<file path="config.mk">
export PLATFORM = sky130hd
export DESIGN_NAME = mips_single_cycle_core
export DESIGN_NICKNAME = d
export VERILOG_FILES = /design/src/rtl/mips_single_cycle_core.sv
export SDC_FILE = /design/constraint.sdc
export NUM_CORES = 1
export LEC_CHECK = 0
export ABC_AREA = 1
export CORE_AREA = 8 8 65 81
export DETAILED_ROUTE_END_ITERATION = 16
export DIE_AREA = 0 0 73 89
export HOLD_SLACK_MARGIN = 0.1
export PLACE_DENSITY = 0.82
export SLEW_MARGIN = 15
export SYNTH_ARGS = -nofsm -noshare
export SYNTH_HDL_FRONTEND = slang
export SYNTH_SLANG_ARGS = --single-unit
</file>
<file path="constraint.sdc">
create_clock -name clk -period 2.4 [get_ports clk]
set_input_delay 0.48 -clock clk [delete_from_list [all_inputs] [get_ports clk]]
set_output_delay 0.48 -clock clk [all_outputs]
set_load 0.01 [all_outputs]
</file>
<file path="src/rtl/mips_single_cycle_core.sv">
// Single-cycle 32-bit MIPS subset core: PC, instruction ROM, 32x32 register file, data RAM, ALU, decode.
// Latency: one instruction retires per rising clk edge; fetch, decode, execute and load read are combinational.
// No backpressure: the core advances every cycle. Defining MIPS_TRACE_EN adds a per-edge $display trace.
// IMEM_WORDS and DMEM_WORDS are powers of two, so index wrap is simply the low address bits.
// imem is never written by this logic: the IMEM_FILE image is preloaded by the simulation/FPGA flow.
module mips_single_cycle_core #(
  parameter int IMEM_WORDS = 64,
  parameter int DMEM_WORDS = 64,
  parameter     IMEM_FILE  = "program.hex"
) (
  input  logic        clk,
  input  logic        reset,
  output logic [31:0] pc,
  output logic [31:0] instr
);

  localparam int IAW = $clog2(IMEM_WORDS);
  localparam int DAW = $clog2(DMEM_WORDS);

  localparam logic [2:0] ALU_AND = 3'b000;
  localparam logic [2:0] ALU_OR  = 3'b001;
  localparam logic [2:0] ALU_ADD = 3'b010;
  localparam logic [2:0] ALU_SUB = 3'b110;
  localparam logic [2:0] ALU_SLT = 3'b111;

  logic [31:0] imem [IMEM_WORDS];
  logic [31:0] rf_q [32];
  logic [31:0] dmem_q [DMEM_WORDS];
  logic [31:0] pc_q, pc_d;

  logic [5:0]  op, funct;
  logic [4:0]  rs, rt, rd;
  logic [31:0] imm_sext, pc_plus4, rs_val, rt_val, alu_b, alu_res, mem_rdat;
  logic        rf_we, mem_we, alu_src, branch, jump, funct_ok, zero;
  logic [1:0]  reg_dst, mem_to_reg, alu_op;
  logic [2:0]  alu_ctl;
  logic [4:0]  rf_wa;
  logic [31:0] rf_wd;

  assign pc       = pc_q;
  assign instr    = imem[pc_q[IAW+1:2]];
  assign op       = instr[31:26];
  assign rs       = instr[25:21];
  assign rt       = instr[20:16];
  assign rd       = instr[15:11];
  assign funct    = instr[5:0];
  assign imm_sext = {{16{instr[15]}}, instr[15:0]};
  assign pc_plus4 = pc_q + 32'd4;
  // $0 is cleared on reset and never written, so it always reads zero.
  assign rs_val   = rf_q[rs];
  assign rt_val   = rf_q[rt];
  assign mem_rdat = dmem_q[alu_res[DAW+1:2]];

  // Main decode: unsupported opcodes and R-type functs keep every enable low (NOP).
  always_comb begin
    rf_we      = 1'b0;
    mem_we     = 1'b0;
    alu_src    = 1'b0;
    branch     = 1'b0;
    jump       = 1'b0;
    reg_dst    = 2'b00;
    mem_to_reg = 2'b00;
    alu_op     = 2'b00;
    funct_ok   = (funct == 6'b100000) || (funct == 6'b100010) || (funct == 6'b100100) ||
                 (funct == 6'b100101) || (funct == 6'b101010);
    case (op)
      6'b000000: begin
        rf_we   = funct_ok;
        reg_dst = 2'b01;
        alu_op  = 2'b10;
      end
      6'b001000: begin
        rf_we   = 1'b1;
        alu_src = 1'b1;
      end
      6'b100011: begin
        rf_we      = 1'b1;
        alu_src    = 1'b1;
        mem_to_reg = 2'b01;
      end
      6'b101011: begin
        mem_we  = 1'b1;
        alu_src = 1'b1;
      end
      6'b000100: begin
        branch = 1'b1;
        alu_op = 2'b01;
      end
      6'b000010: jump = 1'b1;
      6'b000011: begin
        jump       = 1'b1;
        rf_we      = 1'b1;
        reg_dst    = 2'b10;
        mem_to_reg = 2'b10;
      end
      default: ;
    endcase
  end

  // ALU control from ALUOp and funct.
  always_comb begin
    alu_ctl = ALU_ADD;
    case (alu_op)
      2'b01: alu_ctl = ALU_SUB;
      2'b10: begin
        case (funct)
          6'b100010: alu_ctl = ALU_SUB;
          6'b100100: alu_ctl = ALU_AND;
          6'b100101: alu_ctl = ALU_OR;
          6'b101010: alu_ctl = ALU_SLT;
          default:   alu_ctl = ALU_ADD;
        endcase
      end
      default: alu_ctl = ALU_ADD;
    endcase
  end

  // ALU: wrapping arithmetic, signed set-less-than.
  always_comb begin
    alu_b = alu_src ? imm_sext : rt_val;
    case (alu_ctl)
      ALU_AND: alu_res = rs_val & alu_b;
      ALU_OR:  alu_res = rs_val | alu_b;
      ALU_SUB: alu_res = rs_val - alu_b;
      ALU_SLT: alu_res = {31'd0, ($signed(rs_val) < $signed(alu_b))};
      default: alu_res = rs_val + alu_b;
    endcase
  end

  assign zero = (alu_res == 32'd0);

  // Write-back muxes and next-PC selection.
  always_comb begin
    case (reg_dst)
      2'b01:   rf_wa = rd;
      2'b10:   rf_wa = 5'd31;
      default: rf_wa = rt;
    endcase
    case (mem_to_reg)
      2'b01:   rf_wd = mem_rdat;
      2'b10:   rf_wd = pc_plus4;
      default: rf_wd = alu_res;
    endcase
    if (jump)
      pc_d = {pc_plus4[31:28], instr[25:0], 2'b00};
    else if (branch && zero)
      pc_d = pc_plus4 + {imm_sext[29:0], 2'b00};
    else
      pc_d = pc_plus4;
  end

  // Program counter.
  always_ff @(posedge clk or posedge reset) begin
    if (reset) pc_q <= '0;
    else       pc_q <= pc_d;
  end

  // Register file write port; writes to $0 are dropped.
  always_ff @(posedge clk or posedge reset) begin
    if (reset) begin
      for (int i = 0; i < 32; i++) rf_q[i] <= '0;
    end else if (rf_we && (rf_wa != 5'd0)) begin
      rf_q[rf_wa] <= rf_wd;
    end
  end

  // Data memory write port.
  always_ff @(posedge clk or posedge reset) begin
    if (reset) begin
      for (int i = 0; i < DMEM_WORDS; i++) dmem_q[i] <= '0;
    end else if (mem_we) begin
      dmem_q[alu_res[DAW+1:2]] <= rt_val;
    end
  end

`ifdef MIPS_TRACE_EN
  // Retirement trace: values seen are the ones about to be committed on this edge.
  always @(posedge clk) begin
    if (!reset)
      $display("%0t pc=%08h instr=%08h rf_we=%0b r%0d=%08h mem_we=%0b [%08h]=%08h",
               $time, pc_q, instr, rf_we && (rf_wa != 5'd0), rf_wa, rf_wd, mem_we, alu_res, rt_val);
  end
`else
  // No trace logic in the default build.
`endif

endmodule

</file>
==> flow_metrics.py <==
metrics = {
    "yosys": {
        "synth_top_area_share_pct": 40.5,
        "synthCells": 236,
        "yosysWarnings": 0,
        "ys_ff_latch": 30,
        "yosysSeqAreaShare_pct": 40.5,
        "yosysUniqueCellTypes": 17,
        "syn_avg_cell_area_um2": 7.86,
        "synth_top_area_cell": "dfrtp_1",
        "synth_area_leaders": "dfrtp_1 40%, nand2_1 17%, buf_4 14%",
        "netlist_area_um2": 1850,
    },
    "place": {
        "port_buffers": 31,
        "place_ws_ps": 930,
        "gp_congestion": 0.898,
        "dp_hpwl_mm": 3.16,
        "dpl-instance-area_um2": 2110,
    },
    "pwr": {
        "seqPwrFrac_pct": 52.8,
        "switching_share_pct": 22.8,
        "p_int_uw": 739,
        "peakVddDrop_uv": 429,
        "pwr-share-comb_pct": 4.0,
        "power_density_nw_per_um2": 435,
        "p_leak_uw": 0.00103,
        "pwr-share-clk_pct": 43.2,
        "p_switching_uw": 218,
    },
    "timing": {
        "setup_tns_ps": 0,
        "fmax_mhz": 565,
        "setup_slack_ps": 630,
        "finClkSkew_ps": 5.86,
        "setup_violations": 0,
        "min_period_ps": 1770,
        "fin_crit_sh_pct": 73.7,
        "finalHoldViolations": 0,
        "rsz0062_at_grt": "false",
        "report.final.slew_viol_count": 0,
    },
    "global_routing": {
        "grt_antenna_before_repair": 0,
        "grt_pass1_wl_mm": 6.53,
        "gr-total-overflow": 0,
        "grt_pass1_vias": 1512,
        "track_usage_pct": 13.1,
        "grt_start_max_net_pins": 31,
    },
    "hold_path": {
        "hold_depth": 1,
        "hold_end": "pc[2]",
        "hp-class": "reg -> reg",
        "hp-start": "pc[2]",
    },
    "worst_setup_path": {
        "critPathTopFamily": "buffers and inverters",
        "rr_worst_depth": 8,
        "r2r_end": "pc[26]",
        "cp.required_ps": 1920,
        "rrSetupSlack_ps": 940,
        "crit_path_cell_trace": "clkdlybuf4s50_1",
        "cp_max_fo": 5,
        "r2r_start": "pc[2]",
        "start_kind": "flop",
        "crit_type": "reg -> out",
        "critPathMaxStageDelay_ps": 580,
        "path_buf_inv": 1,
        "critPathLaunch": "pc[23]",
        "arrival_ps": 1290,
        "slowest_stage": "clkdlybuf4s50_1",
        "critPathCaptureType": "primary output",
    },
    "clocking": {
        "clkLatencyLatePin_ps": 280,
        "root_buffer": "clkbuf_8",
        "clkTransAtPathRegs_ps": 60,
        "cts_tree": "yes",
        "htreeDepth": 2,
        "post_cts_buffers": 0,
        "cts_buffer_depth": 2,
        "hold_buffers": 0,
        "cts_made_buffers": 5,
        "clock-sinks": 30,
        "ctsResizeCount": 0,
    },
    "floorplan": {
        "start_util_pct": 46.3,
        "dieWidth_um": 73,
        "die_h_um": 89,
        "die_area_um2": 6500,
        "rows": 26,
        "core_um2": 4000,
        "boundaryPins": 66,
    },
    "cells_and_area": {
        "n_antenna_cell": 0,
        "final_core_util_pct": 55.0,
        "fillers": 410,
        "drive_gt1_share_pct": 8.36,
        "syn_to_final_growth_pct": 18.8,
        "fin_area_um2": 2200,
        "largest_reg_flops": 30,
        "nNetsFinal": 277,
    },
    "route": {
        "wirelength_mm": 4.00,
        "firstDrtPassIters": 4,
        "route.detailed.drc": 0,
        "drtIter0Drc": 117,
        "vias": 1447,
        "drtAntennaViolNets": 0,
        "wire_per_inst_um": 12.1,
        "via_per_inst": 4.37,
    },
    "run_status": {
        "status": "finished, final reports clean",
    },
    "flow_run": {
        "cap_violations": 0,
    },
}
routing by layer:
layer / global-route usage (%) / part of all wire [%] / vias up
met4: 4.74 / 1.0 / 0
met5: 0 / 0 / -
met1: 14.2 / 41 / 662
li1: - / - / 724
met3: 5.16 / 8.3 / 7
met2: 22.5 / 50 / 54
final cells by class:
class / instances / area [um2] / area share (%)
Timing Repair Buffer: 32 / 318 / 14.4
Clock inverter: 1 / 5.00 / 0.227
Clock buffer: 7 / 86.3 / 3.92
Inverter: 15 / 56.3 / 2.56
Sequential cell: 30 / 751 / 34.1
Tap cell: 56 / 70.1 / 3.18
Multi-Input combinational cell: 190 / 916 / 41.6
worst max path at each step:
stage / end / slack, ps / depth (start not counted)
finish: pc[23] / 630 / 1
global route: pc[28] / 580 / 1
CTS: pc[23] / 620 / 1
detailed placement: pc[23] / 930 / 1
global placement: pc[28] / 920 / 1
floorplan: pc[22] / 1050 / 8
layout by cell type (no fill, tap or decap):
| master | count |
|---|---|
| nand2_1 | 82 |
| conb_1 | 34 |
| clkdlybuf4s50_1 | 31 |
| dfrtp_1 | 30 |
| nor2_1 | 29 |
| inv_1 | 14 |
| xor2_1 | 11 |
| nor2_4 | 7 |
| nand3b_1 | 7 |
| nand3_1 | 6 |
| clkbuf_8 | 6 |
| nor2_2 | 4 |
| xnor2_1 | 4 |
| nand2_4 | 2 |
| and2_1 | 2 |
| inv_2 | 1 |
| nand2_2 | 1 |
| ha_1 | 1 |
| clkinv_2 | 1 |
| clkbuf_1 | 1 |
| buf_4 | 1 |
cells in the mapped netlist:
library cell,count
nand2_1,82
buf_4,34
dfrtp_1,30
nor2_1,29
inv_1,14
xor2_1,11
nand3b_1,7
nor2_4,7
nand3_1,6
nor2_2,4
xnor2_1,4
and2_1,2
nand2_4,2
conb_1,1
ha_1,1
inv_2,1
nand2_2,1
cell families (layout without fill, tap and decap cells):
family | after synthesis | count (layout) | synth area share [%]
other | 1 | 34 | 0.202
AND/OR/NAND/NOR | 140 | 140 | 34.8
XOR/XNOR | 15 | 15 | 7.08
adder cells (fa/ha/maj) | 1 | 1 | 0.675
buffers and inverters | 49 | 55 | 16.8
flip-flops | 30 | 30 | 40.5
metrics by stage:
| step | hold slack, ps | std cells | total power (uW) |
|---|---|---|---|
| 6_report | 507 | 331 | 957 |
| 5_1_grt | 538 | 331 | 993 |
| 4_1_cts | 519 | 331 | 963 |
| 3_5_place_dp | 508 | 323 | 551 |
| 3_3_place_gp | 479 | 323 | 551 |
| 2_1_floorplan | 521 | 269 | 587 |
power by group through the flow:
| stage | registers, uW | logic (uW) | clock network, uW |
|---|---|---|---|
| after detailed placement | 515 | 36.1 | 0 |
| after CTS | 506 | 36.2 | 421 |
| after floorplan | 515 | 71.6 | 0 |
| after global placement | 515 | 36.0 | 0 |
| final | 506 | 38.1 | 413 |
| after global routing | 505 | 44.6 | 443 |
Power figures use the tool's default switching activity.
